File: src/rtl/des_sbox_sequencer_pkg.sv
// Shared DES S-box definitions: the eight substitution tables, the sequencer
// state type and the round-word widths.
// Tables are laid out in the printed DES order: entry index = {row, column}.
// Callers hand a raw 6-bit group to des_sbox_lane, which does the row/column
// split before indexing here.
package des_pkg;

  localparam int DES_EXP_W      = 48;
  localparam int DES_SBOX_OUT_W = 32;

  typedef enum logic [1:0] {
    ST_IDLE = 2'd0,
    ST_RUN  = 2'd1,
    ST_DONE = 2'd2
  } seq_state_e;

  localparam logic [3:0] DES_SBOX [8][64] = '{
    '{ // S1
      4'hE, 4'h4, 4'hD, 4'h1, 4'h2, 4'hF, 4'hB, 4'h8, 4'h3, 4'hA, 4'h6, 4'hC, 4'h5, 4'h9, 4'h0, 4'h7,
      4'h0, 4'hF, 4'h7, 4'h4, 4'hE, 4'h2, 4'hD, 4'h1, 4'hA, 4'h6, 4'hC, 4'hB, 4'h9, 4'h5, 4'h3, 4'h8,
      4'h4, 4'h1, 4'hE, 4'h8, 4'hD, 4'h6, 4'h2, 4'hB, 4'hF, 4'hC, 4'h9, 4'h7, 4'h3, 4'hA, 4'h5, 4'h0,
      4'hF, 4'hC, 4'h8, 4'h2, 4'h4, 4'h9, 4'h1, 4'h7, 4'h5, 4'hB, 4'h3, 4'hE, 4'hA, 4'h0, 4'h6, 4'hD
    },
    '{ // S2
      4'hF, 4'h1, 4'h8, 4'hE, 4'h6, 4'hB, 4'h3, 4'h4, 4'h9, 4'h7, 4'h2, 4'hD, 4'hC, 4'h0, 4'h5, 4'hA,
      4'h3, 4'hD, 4'h4, 4'h7, 4'hF, 4'h2, 4'h8, 4'hE, 4'hC, 4'h0, 4'h1, 4'hA, 4'h6, 4'h9, 4'hB, 4'h5,
      4'h0, 4'hE, 4'h7, 4'hB, 4'hA, 4'h4, 4'hD, 4'h1, 4'h5, 4'h8, 4'hC, 4'h6, 4'h9, 4'h3, 4'h2, 4'hF,
      4'hD, 4'h8, 4'hA, 4'h1, 4'h3, 4'hF, 4'h4, 4'h2, 4'hB, 4'h6, 4'h7, 4'hC, 4'h0, 4'h5, 4'hE, 4'h9
    },
    '{ // S3
      4'hA, 4'h0, 4'h9, 4'hE, 4'h6, 4'h3, 4'hF, 4'h5, 4'h1, 4'hD, 4'hC, 4'h7, 4'hB, 4'h4, 4'h2, 4'h8,
      4'hD, 4'h7, 4'h0, 4'h9, 4'h3, 4'h4, 4'h6, 4'hA, 4'h2, 4'h8, 4'h5, 4'hE, 4'hC, 4'hB, 4'hF, 4'h1,
      4'hD, 4'h6, 4'h4, 4'h9, 4'h8, 4'hF, 4'h3, 4'h0, 4'hB, 4'h1, 4'h2, 4'hC, 4'h5, 4'hA, 4'hE, 4'h7,
      4'h1, 4'hA, 4'hD, 4'h0, 4'h6, 4'h9, 4'h8, 4'h7, 4'h4, 4'hF, 4'hE, 4'h3, 4'hB, 4'h5, 4'h2, 4'hC
    },
    '{ // S4
      4'h7, 4'hD, 4'hE, 4'h3, 4'h0, 4'h6, 4'h9, 4'hA, 4'h1, 4'h2, 4'h8, 4'h5, 4'hB, 4'hC, 4'h4, 4'hF,
      4'hD, 4'h8, 4'hB, 4'h5, 4'h6, 4'hF, 4'h0, 4'h3, 4'h4, 4'h7, 4'h2, 4'hC, 4'h1, 4'hA, 4'hE, 4'h9,
      4'hA, 4'h6, 4'h9, 4'h0, 4'hC, 4'hB, 4'h7, 4'hD, 4'hF, 4'h1, 4'h3, 4'hE, 4'h5, 4'h2, 4'h8, 4'h4,
      4'h3, 4'hF, 4'h0, 4'h6, 4'hA, 4'h1, 4'hD, 4'h8, 4'h9, 4'h4, 4'h5, 4'hB, 4'hC, 4'h7, 4'h2, 4'hE
    },
    '{ // S5
      4'h2, 4'hC, 4'h4, 4'h1, 4'h7, 4'hA, 4'hB, 4'h6, 4'h8, 4'h5, 4'h3, 4'hF, 4'hD, 4'h0, 4'hE, 4'h9,
      4'hE, 4'hB, 4'h2, 4'hC, 4'h4, 4'h7, 4'hD, 4'h1, 4'h5, 4'h0, 4'hF, 4'hA, 4'h3, 4'h9, 4'h8, 4'h6,
      4'h4, 4'h2, 4'h1, 4'hB, 4'hA, 4'hD, 4'h7, 4'h8, 4'hF, 4'h9, 4'hC, 4'h5, 4'h6, 4'h3, 4'h0, 4'hE,
      4'hB, 4'h8, 4'hC, 4'h7, 4'h1, 4'hE, 4'h2, 4'hD, 4'h6, 4'hF, 4'h0, 4'h9, 4'hA, 4'h4, 4'h5, 4'h3
    },
    '{ // S6
      4'hC, 4'h1, 4'hA, 4'hF, 4'h9, 4'h2, 4'h6, 4'h8, 4'h0, 4'hD, 4'h3, 4'h4, 4'hE, 4'h7, 4'h5, 4'hB,
      4'hA, 4'hF, 4'h4, 4'h2, 4'h7, 4'hC, 4'h9, 4'h5, 4'h6, 4'h1, 4'hD, 4'hE, 4'h0, 4'hB, 4'h3, 4'h8,
      4'h9, 4'hE, 4'hF, 4'h5, 4'h2, 4'h8, 4'hC, 4'h3, 4'h7, 4'h0, 4'h4, 4'hA, 4'h1, 4'hD, 4'hB, 4'h6,
      4'h4, 4'h3, 4'h2, 4'hC, 4'h9, 4'h5, 4'hF, 4'hA, 4'hB, 4'hE, 4'h1, 4'h7, 4'h6, 4'h0, 4'h8, 4'hD
    },
    '{ // S7
      4'h4, 4'hB, 4'h2, 4'hE, 4'hF, 4'h0, 4'h8, 4'hD, 4'h3, 4'hC, 4'h9, 4'h7, 4'h5, 4'hA, 4'h6, 4'h1,
      4'hD, 4'h0, 4'hB, 4'h7, 4'h4, 4'h9, 4'h1, 4'hA, 4'hE, 4'h3, 4'h5, 4'hC, 4'h2, 4'hF, 4'h8, 4'h6,
      4'h1, 4'h4, 4'hB, 4'hD, 4'hC, 4'h3, 4'h7, 4'hE, 4'hA, 4'hF, 4'h6, 4'h8, 4'h0, 4'h5, 4'h9, 4'h2,
      4'h6, 4'hB, 4'hD, 4'h8, 4'h1, 4'h4, 4'hA, 4'h7, 4'h9, 4'h5, 4'h0, 4'hF, 4'hE, 4'h2, 4'h3, 4'hC
    },
    '{ // S8
      4'hD, 4'h2, 4'h8, 4'h4, 4'h6, 4'hF, 4'hB, 4'h1, 4'hA, 4'h9, 4'h3, 4'hE, 4'h5, 4'h0, 4'hC, 4'h7,
      4'h1, 4'hF, 4'hD, 4'h8, 4'hA, 4'h3, 4'h7, 4'h4, 4'hC, 4'h5, 4'h6, 4'hB, 4'h0, 4'hE, 4'h9, 4'h2,
      4'h7, 4'hB, 4'h4, 4'h1, 4'h9, 4'hC, 4'hE, 4'h2, 4'h0, 4'h6, 4'hA, 4'hD, 4'hF, 4'h3, 4'h5, 4'h8,
      4'h2, 4'h1, 4'hE, 4'h7, 4'h4, 4'hA, 4'h8, 4'hD, 4'hF, 4'hC, 4'h9, 4'h0, 4'h3, 4'h5, 4'h6, 4'hB
    }
  };

  // Table index for a raw 6-bit group: outer bits pick the row, inner four the column.
  function automatic logic [5:0] des_sbox_index(input logic [5:0] addr);
    return {addr[5], addr[0], addr[4:1]};
  endfunction

endpackage

File: src/rtl/des_sbox_sequencer_lane.sv
// One S-box lookup lane: a 3-bit select picks S1..S8, the raw 6-bit group is
// decoded into row/column internally. Purely combinational.
module des_sbox_lane
  import des_pkg::*;
(
  input  logic [2:0] sel_i,
  input  logic [5:0] addr_i,
  output logic [3:0] res_o
);

  // Table lookup with row/column decode of the raw group.
  always_comb begin
    res_o = DES_SBOX[sel_i][des_sbox_index(addr_i)];
  end

endmodule

File: src/rtl/des_sbox_sequencer.sv
// DES S-box sequencer: walks the eight 6-bit groups of a 48-bit expanded word
// through LANES lookup lanes per cycle and returns the 32-bit S1..S8 result.
//
// state | meaning
// IDLE  | waiting for a word, o_ready high
// RUN   | LANES groups substituted per cycle, idx counts steps
// DONE  | result held on o_data/o_valid until i_ready
//
// Optional feature: define DES_SBOX_SEQ_KEYMIX_EN to add the i_subkey port and
// capture i_data ^ i_subkey instead of i_data. Timing is identical either way.
module des_sbox_sequencer
  import des_pkg::*;
#(
  parameter int LANES = 1
) (
  input  logic                      i_clk,
  input  logic                      i_rst,
  input  logic                      i_valid,
  output logic                      o_ready,
  input  logic [DES_EXP_W-1:0]      i_data,
`ifdef DES_SBOX_SEQ_KEYMIX_EN
  input  logic [DES_EXP_W-1:0]      i_subkey,
`endif
  output logic                      o_valid,
  input  logic                      i_ready,
  output logic [DES_SBOX_OUT_W-1:0] o_data,
  output logic                      o_busy
);

  localparam int         LANE_LG  = $clog2(LANES);
  localparam int         STEPS    = 8 / LANES;
  localparam logic [2:0] LAST_IDX = 3'(STEPS - 1);

  if (LANES != 1 && LANES != 2 && LANES != 4 && LANES != 8) begin : g_bad_lanes
    $error("des_sbox_sequencer: LANES must be 1, 2, 4 or 8");
  end

  seq_state_e                st_q, st_d;
  logic [2:0]                idx_q, idx_d;
  logic [DES_EXP_W-1:0]      opnd_q, opnd_d;
  logic [DES_SBOX_OUT_W-1:0] res_q, res_d;
  logic                      valid_q, valid_d;
  logic                      busy_q, busy_d;

  logic [DES_EXP_W-1:0]      word_in;
  logic                      accept;
  logic [5:0]                grp [8];
  logic [2:0]                lane_sel [LANES];
  logic [3:0]                lane_res [LANES];

`ifdef DES_SBOX_SEQ_KEYMIX_EN
  assign word_in = i_data ^ i_subkey;
`else
  assign word_in = i_data;
`endif

  for (genvar j = 0; j < 8; j++) begin : g_grp
    assign grp[j] = opnd_q[DES_EXP_W-1-6*j -: 6];
  end

  // Lane k of step idx handles group idx*LANES+k; LANES is a power of two,
  // so the product is a shift and everything stays within 3 bits.
  for (genvar k = 0; k < LANES; k++) begin : g_lane
    assign lane_sel[k] = 3'(idx_q << LANE_LG) | 3'(k);
    des_sbox_lane u_lane (
      .sel_i  (lane_sel[k]),
      .addr_i (grp[lane_sel[k]]),
      .res_o  (lane_res[k])
    );
  end

  // Ready is combinational so a DONE result and a new word can swap in one cycle.
  always_comb begin
    o_ready = (st_q == ST_IDLE) || ((st_q == ST_DONE) && i_ready);
  end

  assign accept = i_valid & o_ready;

  // Next-state, step counter, operand capture and nibble write-back.
  always_comb begin
    st_d   = st_q;
    idx_d  = idx_q;
    opnd_d = opnd_q;
    res_d  = res_q;
    case (st_q)
      ST_IDLE: begin
        if (accept) begin
          st_d   = ST_RUN;
          idx_d  = 3'd0;
          opnd_d = word_in;
          res_d  = '0;
        end
      end
      ST_RUN: begin
        for (int k = 0; k < LANES; k++) begin
          for (int j = 0; j < 8; j++) begin
            if (lane_sel[k] == 3'(j)) begin
              res_d[DES_SBOX_OUT_W-1-4*j -: 4] = lane_res[k];
            end
          end
        end
        idx_d = idx_q + 3'd1;
        if (idx_q == LAST_IDX) begin
          st_d  = ST_DONE;
          idx_d = 3'd0;
        end
      end
      ST_DONE: begin
        if (i_ready) begin
          if (accept) begin
            st_d   = ST_RUN;
            idx_d  = 3'd0;
            opnd_d = word_in;
            res_d  = '0;
          end else begin
            st_d = ST_IDLE;
          end
        end
      end
      default: begin
        st_d = ST_IDLE;
      end
    endcase
    valid_d = (st_d == ST_DONE);
    busy_d  = (st_d != ST_IDLE);
  end

  // State and datapath registers; reset drops any partial result.
  always_ff @(posedge i_clk or posedge i_rst) begin
    if (i_rst) begin
      st_q    <= ST_IDLE;
      idx_q   <= 3'd0;
      opnd_q  <= '0;
      res_q   <= '0;
      valid_q <= 1'b0;
      busy_q  <= 1'b0;
    end else begin
      st_q    <= st_d;
      idx_q   <= idx_d;
      opnd_q  <= opnd_d;
      res_q   <= res_d;
      valid_q <= valid_d;
      busy_q  <= busy_d;
    end
  end

  assign o_data  = res_q;
  assign o_valid = valid_q;
  assign o_busy  = busy_q;

endmodule

File: config.mk
export PLATFORM = sky130hd
export DESIGN_NAME = des_sbox_sequencer
export DESIGN_NICKNAME = d
export VERILOG_FILES = /design/src/rtl/des_sbox_sequencer_pkg.sv /design/src/rtl/des_sbox_sequencer_lane.sv /design/src/rtl/des_sbox_sequencer.sv
export SDC_FILE = /design/constraint.sdc
export NUM_CORES = 1
export LEC_CHECK = 0
export CAP_MARGIN = 15
export CORE_ASPECT_RATIO = 1.25
export CORE_UTILIZATION = 55
export DETAILED_ROUTE_END_ITERATION = 6
export PLACE_DENSITY_LB_ADDON = 0.15
export SYNTH_ARGS = -nofsm -noshare
export SYNTH_HDL_FRONTEND = slang
export SYNTH_SLANG_ARGS = --single-unit
File: constraint.sdc
create_clock -name i_clk -period 4.9 [get_ports i_clk]
set_clock_uncertainty 0.1 [all_clocks]
set_input_delay 0.49 -clock i_clk [delete_from_list [all_inputs] [get_ports i_clk]]
set_output_delay 0.49 -clock i_clk [all_outputs]
set_load 0.1 [all_outputs]
### Word level (Yosys, flattened, before mapping)

Memory sizes are Yosys's and may differ from the RTL's.
Cells that the tools add are included.

* memories kept: 1
* bits in latches: 0
* bits in registers: 87
* bits in writable memories: 0
* output and inout port bits: 35
* word-level logic and storage cells: 87
* ROM bits: 2048

* equal/unequal tests: 19
* divide/modulo/power cells: 0
* mux-type cells: 31
* shift operators: 0
* multipliers: 0
* add/subtract/negate cells: 1
* bitwise logic cells: 3
* reduce and logical (&&, ||, !) cells: 17
* magnitude comparators: 2

Memory list
* (name not given): depth 8, bits a word 256, rd ports 1, clocked after Yosys merged registers in 0, wr ports 0, RTL line des_sbox_sequencer_lane.sv:13 `res_o = DES_SBOX[sel_i][des_sbox_index(addr_i)];`

Operators with widths (number)
* $mux W256: 2
* $mux W48: 2
* $pmux W32 S3: 1
* $pmux W48 S2: 1
* $mux W32: 2
* $mux W4: 10
* $bmux W4 S6: 1
* $reduce_and A3 Y1: 8
* $bmux W6 S3: 1
* $ne A2 B2 Y1 const B: 9
* $eq A3 B3 Y1 const B: 4
* $mux W6: 2
* $mux W3: 3
* $pmux W3 S3: 1
* $ge A7 B7 Y1 const B: 1
* $not A6 Y7: 1
* $eq A3 B2 Y1 const B: 2
* $mux W2: 3
* $pmux W2 S3: 1
* $eq A2 B2 Y1 const B: 2
* $ge A4 B4 Y1 const B: 1
* $not A3 Y4: 1
* $reduce_and A2 Y1: 2
* $reduce_bool A2 Y1: 2
* 10 further kinds: 10

### Logic depth before layout (Yosys ltp)

Gate-level depths: netlist (run 1).

* depth in word-level cells: 10
* depth in mapped cells: 18
* depth with buffers taken out: 10

### Cells and area by module

Synthesis (run 1) repeated with hierarchy kept, for this count alone.

* cells, all modules: 798
* area total of the unflattened synthesis: 7417.1 um^2

Modules (own cells, without submodules)
* des_sbox_sequencer: times used 1, area each 3970.1 um^2, sequential area each 2177.1 um^2, cells each 261
* des_sbox_lane: times used 1, area each 3447.1 um^2, sequential area each 0.0 um^2, cells each 537

### Worst setup path after synthesis (run 1)

Ideal clock, no wire load.

* path type: register -> register
* start point: reg idx_q[1]
* end point: reg res_q[10], in the netlist o_data[10]
* period minus slack after synthesis: 3.952 ns
* cell stages (with the launch flop): 18
* path buffers: 7
* required time: 4.660 ns
* slack: 0.948 ns
* arrival time: 3.713 ns
* cell sequence: dfrtp_1 -> buf_6 -> buf_12 -> buf_4 -> clkbuf_1 -> inv_1 -> clkbuf_1 -> ha_1 -> clkbuf_1 -> inv_1 -> clkbuf_1 -> nor2_1 -> mux2i_1 -> mux2i_1 -> o32ai_1 -> or4_1 -> nand2_1 -> o31ai_1

* word-level cells in the longest chain between the ends: 10
* elaborated cells on any way between the ends: 16
* classes of those cells: 2 x eq/ne; 10 x mux; 2 x bitwise; 1 x reduce/logical; 1 x memory

RTL lines
* from (decl): RTL line des_sbox_sequencer.sv:39 `logic [2:0] idx_q, idx_d;`
* from (signal assigned): RTL line des_sbox_sequencer.sv:139 `idx_q <= idx_d;`
* parallel branches: the longest is 10 deep, another holds $mem_v2 Z8 W256
* to (signal assigned): RTL line des_sbox_sequencer.sv:141 `res_q <= res_d;`
* to (decl): RTL line des_sbox_sequencer.sv:41 `logic [DES_SBOX_OUT_W-1:0] res_q, res_d;`

Several ways; the timed one is not identified. The select of a mux whose other input is x is not followed.
A chain may end at the register's enable or synchronous reset.

### Worst setup path after layout (run 1)

* start point: reg idx_q[1]
* end point: reg res_q[27], in the netlist o_data[27]

Same word-level chain as after synthesis.

==> reports/metrics.cfg, run 1 <==
[die]
die_area_mm2=0.0144
coreArea_mm2=0.0134
die_h_um=134
ioPinCount=87
rows=47
start_util_pct=57.1
die_w_um=108

[cells_and_area]
syn2layout_area_growth_pct=18.6
final_common_cell=nand2_1
num-nets-final=1102
antenna_cells=0
layout_common_cells=nand2_1, clkdlybuf4s50_1, dfrtp_1, o21ai_0, nor2_1
drive_above_1_share_pct=11.8

[worst_hold_path]
hp-class=register to register
holdPathEnd=o_data[21]$_DFFE_PP0P_
hp-start=o_data[21]$_DFFE_PP0P_
holdPathStages=2

[clocking]
htree_levels=3
clockBufferDepth=2
post-cts-setup-buffer-count=0
cts.sinks=87
cts_tree=built
path_clk_slew_ns=0.07
cts.repair.resized=0
clkLatencyLatePin_ns=0.34
holdBufCountCts=0
cts_buffers=9
root_buffer=clkbuf_16

[global_route]
met2_usage_pct=78.1
grt.total_usage_pct=54.9
grt_pass1_wl_um=57700
gr-usage-met3_pct=25.9
gr-max-usage-layer=met2
grt_max_degree=67
met1_usage_pct=63.3
grt_pass1_vias=9131
antenna_found_initial=5
grt_overflow=0

[sta]
fmax_ghz=0.213
finalSetupViolations=0
finalCritPeriodShare_pct=95.9
min_period_ns=4.70
tns_ns=0
slew_headroom_pct=2.13
tightest_slew_ns=1.47
rsz0062_at_grt=false
final-hold-violation-count=0
final_max_slew_viol_count=0

[job]
maxCapViolCount=0

[worst_setup_path]
r2r_setup_slack_ns=0.20
worst_r2r_path_depth=10
cp_data_arrival_time_ns=4.78
setup.worst_path.start_class=register
critPathKind=register to register
cp_max_fo=29
rr_startpoint=idx_q[1]$_DFFE_PP0P_
end_kind=register
r2r_end=o_data[27]$_DFFE_PP0P_
worstPathRequired_ns=4.99

[placed_design]
place_congestion=1.09
place_hpwl_um=24100
port_buffers=86

[synthesis]
synthAdderAreaFrac_pct=2.78
synth_seq_cells=87
synth_nets=1048
synth_edf_count=0
synth_cell_types=84
syn_avg_cell_area_um2=7.82
async_flop_share_pct=100
synthCells=979
yosys.area_share.simple_pct=22.4
synth_top_family_by_area=compound AO/OA/AOI/OAI gates
ys_seq_area_share_pct=28.4
netlist_area_mm2=0.00765
ys_warn_count=0
synth_ff_type=dfrtp_1
synthXorXnorAreaFrac_pct=0.343
synth-compound-area-share_pct=28.9
synth_mux_area_share_pct=10.8

[detailed_routing]
drt_wl_total_um=38000
via_count=9439
wire_per_inst_um=31.4
drc=0
first_pass_iters=7
drt-vias-per-instance=7.81
ant_nets=0
drt_iter0_markers=1973

[status]
outcome=completed

-- registers in the layout, summed over array words and instances, names as in the netlist --
| register | count |
|---|---|
| grp | 48 |
| o_data | 32 |
| idx_q | 3 |
| st_q | 2 |
| o_busy | 1 |
| o_valid | 1 |
-- layout make-up --
cell class,count,area [um^2]
clock buffer,10,239
clock inverter,6,103
fill,1013,4330
inverter,13,50.0
multi-input combinational,785,5010
sequential,87,2180
tap,171,214
timing repair buffer,137,1280
-- layer usage --
layer	wire length [um]	vias to the layer above
met5	45	-
met4	3860	6
met3	5840	346
met2	15900	1011
met1	12300	4337
li1	-	3739
-- how the worst max path moves through the flow --
stage                               startpoint                endpoint  cells after the start  slack, ns
after detailed placement  idx_q[1]$_DFFE_PP0P_  o_data[26]$_DFFE_PP0P_                     10       0.79
final                     idx_q[1]$_DFFE_PP0P_  o_data[27]$_DFFE_PP0P_                     10       0.20
after floorplan           idx_q[1]$_DFFE_PP0P_  o_data[10]$_DFFE_PP0P_                     17       0.95
after CTS                 idx_q[1]$_DFFE_PP0P_  o_data[22]$_DFFE_PP0P_                     10       0.76
after global routing      idx_q[1]$_DFFE_PP0P_  o_data[22]$_DFFE_PP0P_                     10       0.16
after global placement    idx_q[0]$_DFFE_PP0P_   o_data[6]$_DFFE_PP0P_                     10       0.94
-- cell usage after synthesis, types with 5 or more instances --
| master | n | area [um^2] |
|---|---|---|
| nand2_1 | 231 | 867 |
| dfrtp_1 | 87 | 2180 |
| o21ai_0 | 64 | 320 |
| clkbuf_1 | 51 | 191 |
| nor2_1 | 51 | 191 |
| a21oi_1 | 40 | 200 |
| mux2i_1 | 36 | 360 |
| nand3_1 | 36 | 180 |
| buf_2 | 27 | 135 |
| a211oi_1 | 23 | 173 |
| o31ai_1 | 21 | 158 |
| ha_1 | 17 | 213 |
| o211ai_1 | 16 | 120 |
| mux4_2 | 15 | 338 |
| nor3_1 | 15 | 75.1 |
| o22ai_1 | 13 | 81.3 |
| a221oi_1 | 12 | 105 |
| a31oi_1 | 12 | 75.1 |
| inv_1 | 12 | 45.0 |
| buf_1 | 11 | 41.3 |
| nand2b_1 | 10 | 62.6 |
| mux2_2 | 9 | 101 |
| o21ai_2 | 9 | 78.8 |
| a311oi_1 | 8 | 70.1 |
| a22oi_1 | 7 | 52.6 |
| o32ai_1 | 7 | 61.3 |
| a2111oi_0 | 6 | 52.6 |
| nor2b_1 | 6 | 37.5 |
| o2111ai_1 | 6 | 52.6 |
| or3_1 | 6 | 37.5 |
| a211o_1 | 5 | 43.8 |
| and2_1 | 5 | 31.3 |
| and3_1 | 5 | 31.3 |
| nand4_1 | 5 | 31.3 |
| o21ai_1 | 5 | 25.0 |
| o311ai_0 | 5 | 43.8 |
-- worst max-delay path, cell delays in order, from the launching register on --
cell      delay (ns)
dfrtp_2         0.79
inv_1           0.16
ha_1            0.45
nor2_1          0.77
nand2_1         0.29
nand3_1         0.21
o311ai_0        0.15
a32oi_1         0.68
o21ai_0         0.22
o211ai_2        0.46
o21ai_0         0.23
-- per-stage QoR --
stage	instance area (um^2)	util [%]	worst slack, ns	instances	hold WS, ns
floorplan	7650	-	0.948	979	0.340
global placement	8730	65.1	0.942	1193	0.354
detailed placement	8730	65.1	0.789	1193	0.357
CTS	9070	67.7	0.764	1209	0.379
global route	9070	67.7	0.161	1209	0.389
finish	9070	67.7	0.202	1209	0.379
-- logic make-up (layout without fill, tap and decap cells) --
logic type | after synthesis | count (layout)
AO/OA/AOI/OAI | 311 | 311
flip-flops | 87 | 87
XOR/XNOR | 3 | 3
buffers and inverters | 107 | 166
adder cells (fa/ha/maj) | 17 | 17
AND/OR/NAND/NOR | 392 | 392
multiplexers | 62 | 62
Power of run 1 is not shown: default switching activity piles up to over one toggle a cycle in this logic, so the estimate is an artifact.
==> run 2: changes to the inputs <==
- CELL_PAD_IN_SITES_DETAIL_PLACEMENT: not set -> 1
- CELL_PAD_IN_SITES_GLOBAL_PLACEMENT: not set -> 1
- CORE_UTILIZATION: 55 -> 43
==> run 2 against run 1 <==
  * Hold slack worse by 0.0045 ns
  * Wire length is 1.5% lower
  * Die area is 27% higher
  * Count of clock-buffer cells in the layout unchanged
  * Maximum frequency up 2.2%
  * Via count decreased by 6.3%
  * First-iteration DRC count is 37% lower
  * Cell count increased by 3.9%
  * Worst setup slack gained 0.10 ns
==> reports/metrics.cfg, run 2 (synthesis gave the netlist of run 1 again) <==
[job]
maxCapViolCount=0  ; unchanged

[sta]
finalSetupViolations=0  ; unchanged
timing.hold.ws_ns=0.375  ; -0.00453 ns
final-hold-violation-count=0  ; unchanged
slew_headroom_pct=25.7  ; +24 points
setup_ws_ns=0.302  ; +0.100 ns
final_max_slew_viol_count=0  ; unchanged
tns_ns=0  ; unchanged
rsz0062_at_grt=false
tightest_slew_ns=1.11  ; -0.354 ns
finalCritPeriodShare_pct=93.8  ; -2.0 points
min_period_ns=4.60  ; -0.100 ns
fmax_ghz=0.218  ; +2.2%

[worst_setup_path]
critPathKind=register to register
cp_cell_sequence=inv_2, ha_1, buf_4, inv_1, o21ai_0, a221oi_1, o311a_1, o2111ai_1, nor3_2, o31ai_1
path_delay_family=compound AO/OA/AOI/OAI gates
worst_r2r_path_depth=10  ; unchanged
slowest_delay_ns=0.94  ; +0.15 ns
end_kind=register
cp_max_fo=14  ; -52%
cp_data_arrival_time_ns=4.69  ; -0.09 ns
worstPathRequired_ns=4.99  ; about the same
rr_startpoint=idx_q[0]$_DFFE_PP0P_
crit_buf_inv=3  ; +2
r2r_setup_slack_ns=0.30  ; +0.10 ns
crit_slowest_cell=a221oi_1
setup.worst_path.start_class=register
r2r_end=o_data[20]$_DFFE_PP0P_

[cells_and_area]
syn2layout_area_growth_pct=18.6  ; about the same
final_common_cell=nand2_1
antenna_cells=0  ; unchanged
drive_above_1_share_pct=11.2  ; -0.51 points
layout_common_cells=nand2_1, clkdlybuf4s50_1, dfrtp_1, o21ai_0, nor2_1
post-route-util_pct=52.0  ; -16 points
fillCellCount=2152  ; +110%
largest_reg_flops=48  ; unchanged
num-nets-final=1096  ; -0.54%

[worst_hold_path]
holdPathStages=2  ; unchanged
holdPathEnd=grp[22]$_DFFE_PP0P_
hp-class=register to register
hp-start=grp[22]$_DFFE_PP0P_

[die]
die_area_mm2=0.0183  ; +27%
rows=54  ; +15%
die_w_um=121  ; +13%
ioPinCount=87  ; unchanged
die_h_um=151  ; +13%
coreArea_mm2=0.0174  ; +30%
start_util_pct=43.9  ; -13 points

[detailed_routing]
ant_nets=0  ; unchanged
drt_wl_total_um=37400  ; -1.5%
wire_per_inst_um=29.8  ; -5.2%
drt-vias-per-instance=7.04  ; -9.9%
drt_iter0_markers=1235  ; -37%
first_pass_iters=6  ; -1
drc=0  ; unchanged
via_count=8840  ; -6.3%

[global_route]
grt_max_degree=66  ; -1.5%
grt_pass1_vias=8975  ; -1.7%
grt_pass1_wl_um=56000  ; -2.9%
grt.total_usage_pct=41.9  ; -13 points
grt_overflow=0  ; unchanged
antenna_found_initial=0  ; -5

[placed_design]
place_hpwl_um=25600  ; +6.4%
place_ws_ns=0.753  ; -0.0360 ns
port_buffers=86  ; unchanged
place_congestion=1.08  ; -1.5%

[clocking]
path_clk_slew_ns=0.07  ; about the same
clockBufferDepth=2  ; unchanged
cts_tree=built
clkLatencyLatePin_ns=0.33  ; about the same
root_buffer=clkbuf_16
cts.repair.resized=0  ; unchanged
cts.sinks=87  ; unchanged
holdBufCountCts=0  ; unchanged
cts_buffers=9  ; unchanged
post-cts-setup-buffer-count=0  ; unchanged
htree_levels=3  ; unchanged

[status]
outcome=completed

[run 2: changes by cell type in the layout (fill, tap and decap cells not counted), sizes merged]
cell and delta:
buf -6, clkinvlp +1, clkinv -2, inv +1
[run 2: layout make-up]
class | instances | area, um^2 | share of cell area [%]
tap | 224 | 280 | 3.09
inverter | 13 | 50.0 | 0.552
clock inverter | 6 | 90.1 | 0.993
clock buffer | 10 | 239 | 2.63
timing repair buffer | 131 | 1220 | 13.5
sequential | 87 | 2180 | 24.1
multi-input combinational | 785 | 5010 | 55.2
[run 2: how the worst max path moves through the flow]
stage | from | endpoint | slack, ns | depth (start not counted)
final | idx_q[0]$_DFFE_PP0P_ | o_data[20]$_DFFE_PP0P_ | 0.30 | 10
after global placement | idx_q[0]$_DFFE_PP0P_ | o_data[23]$_DFFE_PP0P_ | 0.83 | 8
after CTS | idx_q[0]$_DFFE_PP0P_ | o_data[22]$_DFFE_PP0P_ | 0.74 | 9
after global routing | idx_q[0]$_DFFE_PP0P_ | o_data[20]$_DFFE_PP0P_ | 0.23 | 10
after detailed placement | idx_q[0]$_DFFE_PP0P_ | o_data[22]$_DFFE_PP0P_ | 0.75 | 9
after floorplan | idx_q[1]$_DFFE_PP0P_ | o_data[10]$_DFFE_PP0P_ | 0.95 | 17
[run 2: routing by layer]
metal	share of wire, %	global-route usage [%]
met5	0	0
met2	45	64.6
met4	8.3	30.7
met3	10	10.5
met1	37	50.7
[run 2: worst min-delay path, delay by kind of cell (launching register included)]
family	cells	cell delay, ns
flops	1	0.34
simple gates	2	0.10
[run 2: stage by stage]
stage / cell area [um^2] / instances
after floorplan: 7650 / 979
after CTS: 9070 / 1256
after global routing: 9070 / 1256
after detailed placement: 8740 / 1240
final: 9070 / 1256
after global placement: 8740 / 1240
Power of run 2 is left out for the same reason.
==> run 3: changes to the inputs <==
- CORE_MARGIN: not set -> 4
- SLEW_MARGIN: not set -> 20
==> run 3 against run 2 <==
  * Sequential share of layout area fell by 0.25 points
  * Non-clock buffer count rose by 17
  * First-iteration DRC count fell by 22%
  * Critical path depth fell by 1
  * Maximum frequency fell by 1.2%
  * Count of clock-buffer cells in the layout did not move
  * Core utilization rose by 0.34 points
  * Global-route usage fell by 0.76 points
  * Die area rose by 9.1%
  * Via count rose by 3.3%
  * Register-to-register slack got worse by 0.05 ns
  * Critical path type unchanged
  * Highest routed layer unchanged
==> reports/metrics.cfg, run 3 (synthesis gave the netlist of run 1 again) <==
[status]
outcome=completed

[detailed_routing]
first_pass_iters=5  ; -1
via_count=9136  ; +3.3%
wire_per_inst_um=32.5  ; +9.0%
drt-vias-per-instance=7.18  ; +2.0%
drt_iter0_markers=965  ; -22%
drc=0  ; unchanged
ant_nets=0  ; unchanged
drt_wl_total_um=41300  ; +10%

[worst_hold_path]
hp-class=register to register
hp-start=o_data[9]$_DFFE_PP0P_
holdPathEnd=o_data[9]$_DFFE_PP0P_
holdPathStages=2  ; unchanged

[cells_and_area]
num-nets-final=1113  ; +1.6%
drive_above_1_share_pct=12.8  ; +1.5 points
final_common_cell=nand2_1
layout_common_cells=nand2_1, clkdlybuf4s50_1, dfrtp_1, o21ai_0, buf_4
antenna_cells=0  ; unchanged
largest_reg_flops=48  ; unchanged
syn2layout_area_growth_pct=19.8

[job]
maxCapViolCount=0  ; unchanged

[global_route]
antenna_found_initial=0  ; unchanged
grt_pass1_vias=9577  ; +6.7%
grt_pass1_wl_um=61900  ; +10%
grt.total_usage_pct=41.2  ; -0.76 points
grt_max_degree=68  ; +3.0%
grt_overflow=0  ; unchanged

[placed_design]
port_buffers=86  ; unchanged
place_congestion=1.08  ; +0.32%
place_hpwl_um=27900  ; +8.9%

[die]
ioPinCount=87  ; unchanged
start_util_pct=43.7  ; -0.17 points
rows=54  ; unchanged
die_w_um=127  ; +4.9%
die_h_um=157  ; +4.0%
die_area_mm2=0.0200  ; +9.1%
coreArea_mm2=0.0175  ; +0.39%

[clocking]
cts.sinks=87  ; unchanged
path_clk_slew_ns=0.07  ; about the same
root_buffer=clkbuf_16
clockBufferDepth=2  ; unchanged
cts_tree=built
htree_levels=3  ; unchanged
post-cts-setup-buffer-count=0  ; unchanged
clkLatencyLatePin_ns=0.35  ; +0.02 ns
cts_buffers=9  ; unchanged

[sta]
rsz0062_at_grt=false
slew_headroom_pct=31.7  ; +6.0 points
final-hold-violation-count=0  ; unchanged
finalSetupViolations=0  ; unchanged
finalCritPeriodShare_pct=94.9  ; +1.1 points
final_max_slew_viol_count=0  ; unchanged
tns_ns=0  ; unchanged
fmax_ghz=0.215  ; -1.2%
min_period_ns=4.65  ; +0.0544 ns
tightest_slew_ns=1.02  ; -0.0938 ns

[worst_setup_path]
worst_r2r_path_depth=9  ; -1
critPathKind=register to register
cp_data_arrival_time_ns=4.78  ; +0.09 ns
cp_max_fo=29  ; +15
setup.worst_path.start_class=register
crit_slowest_cell=dfrtp_2
end_kind=register
path_delay_family=multiplexers
slowest_delay_ns=0.79  ; -0.15 ns
critPathMostFrequentCell=o21ai_0
worstPathRequired_ns=5.03  ; +0.04 ns
r2r_end=o_data[31]$_DFFE_PP0P_
cp_cell_sequence=mux2i_2, mux4_2, buf_4, mux2i_1, o221a_2, o21ai_0, a22oi_1, o211ai_2, o21ai_0
crit_buf_inv=1  ; -2
rr_startpoint=idx_q[1]$_DFFE_PP0P_
r2r_setup_slack_ns=0.25  ; -0.05 ns

## run 3: worst max-delay path by stage
stage                                  end  cells after the start  slack [ns]                 start
floorplan           o_data[10]$_DFFE_PP0P_                     17        0.95  idx_q[1]$_DFFE_PP0P_
global placement     o_data[7]$_DFFE_PP0P_                      9        0.41  idx_q[1]$_DFFE_PP0P_
detailed placement  o_data[31]$_DFFE_PP0P_                      9        0.37  idx_q[1]$_DFFE_PP0P_
CTS                 o_data[31]$_DFFE_PP0P_                      9        0.31  idx_q[1]$_DFFE_PP0P_
global route        o_data[20]$_DFFE_PP0P_                     11        0.16  idx_q[1]$_DFFE_PP0P_
finish              o_data[31]$_DFFE_PP0P_                      9        0.25  idx_q[1]$_DFFE_PP0P_
## run 3: layout make-up
cell class | instances | area (um^2)
repair buffers | 148 | 1340
clock buffers | 10 | 239
flip-flops and latches | 87 | 2180
inverters | 13 | 50.0
multi-input cells | 785 | 5010
clock inverters | 6 | 66.3
well taps | 224 | 280
fillers | 2086 | 8330
## run 3: through the flow
stage	worst slack, ns	hold WS [ns]	instance area [um^2]	instances	utilization [%]
after floorplan	0.948	0.340	7650	979	-
after global placement	0.405	0.352	8860	1257	50.6
after detailed placement	0.367	0.363	8860	1257	50.6
after CTS	0.312	0.386	9160	1273	52.4
after global routing	0.159	0.417	9170	1273	52.4
final	0.248	0.382	9170	1273	52.4
## run 3: timing repair
item,in CTS,in global routing
setup endpoints to repair,0,1
hold buffers,0,0
resized for setup,0,1
## run 3: per-layer routing
metal / vias up / global-route usage [%] / part of all wire (%)
met5: - / 0 / 0
met4: 0 / 29.6 / 8.7
met3: 206 / 7.50 / 8.3
met2: 625 / 68.3 / 47
met1: 4542 / 47.7 / 36
li1: 3763 / - / -
## run 3: worst reg2reg max path: cells and delay by family, from the launching register on
family                 cells  cell delay, ns
AOI/OAI and AO/OA          5            1.62
buffers and inverters      1            0.39
DFF                        1            0.79
muxes                      3            1.66
Power of run 3 is left out for the same reason.
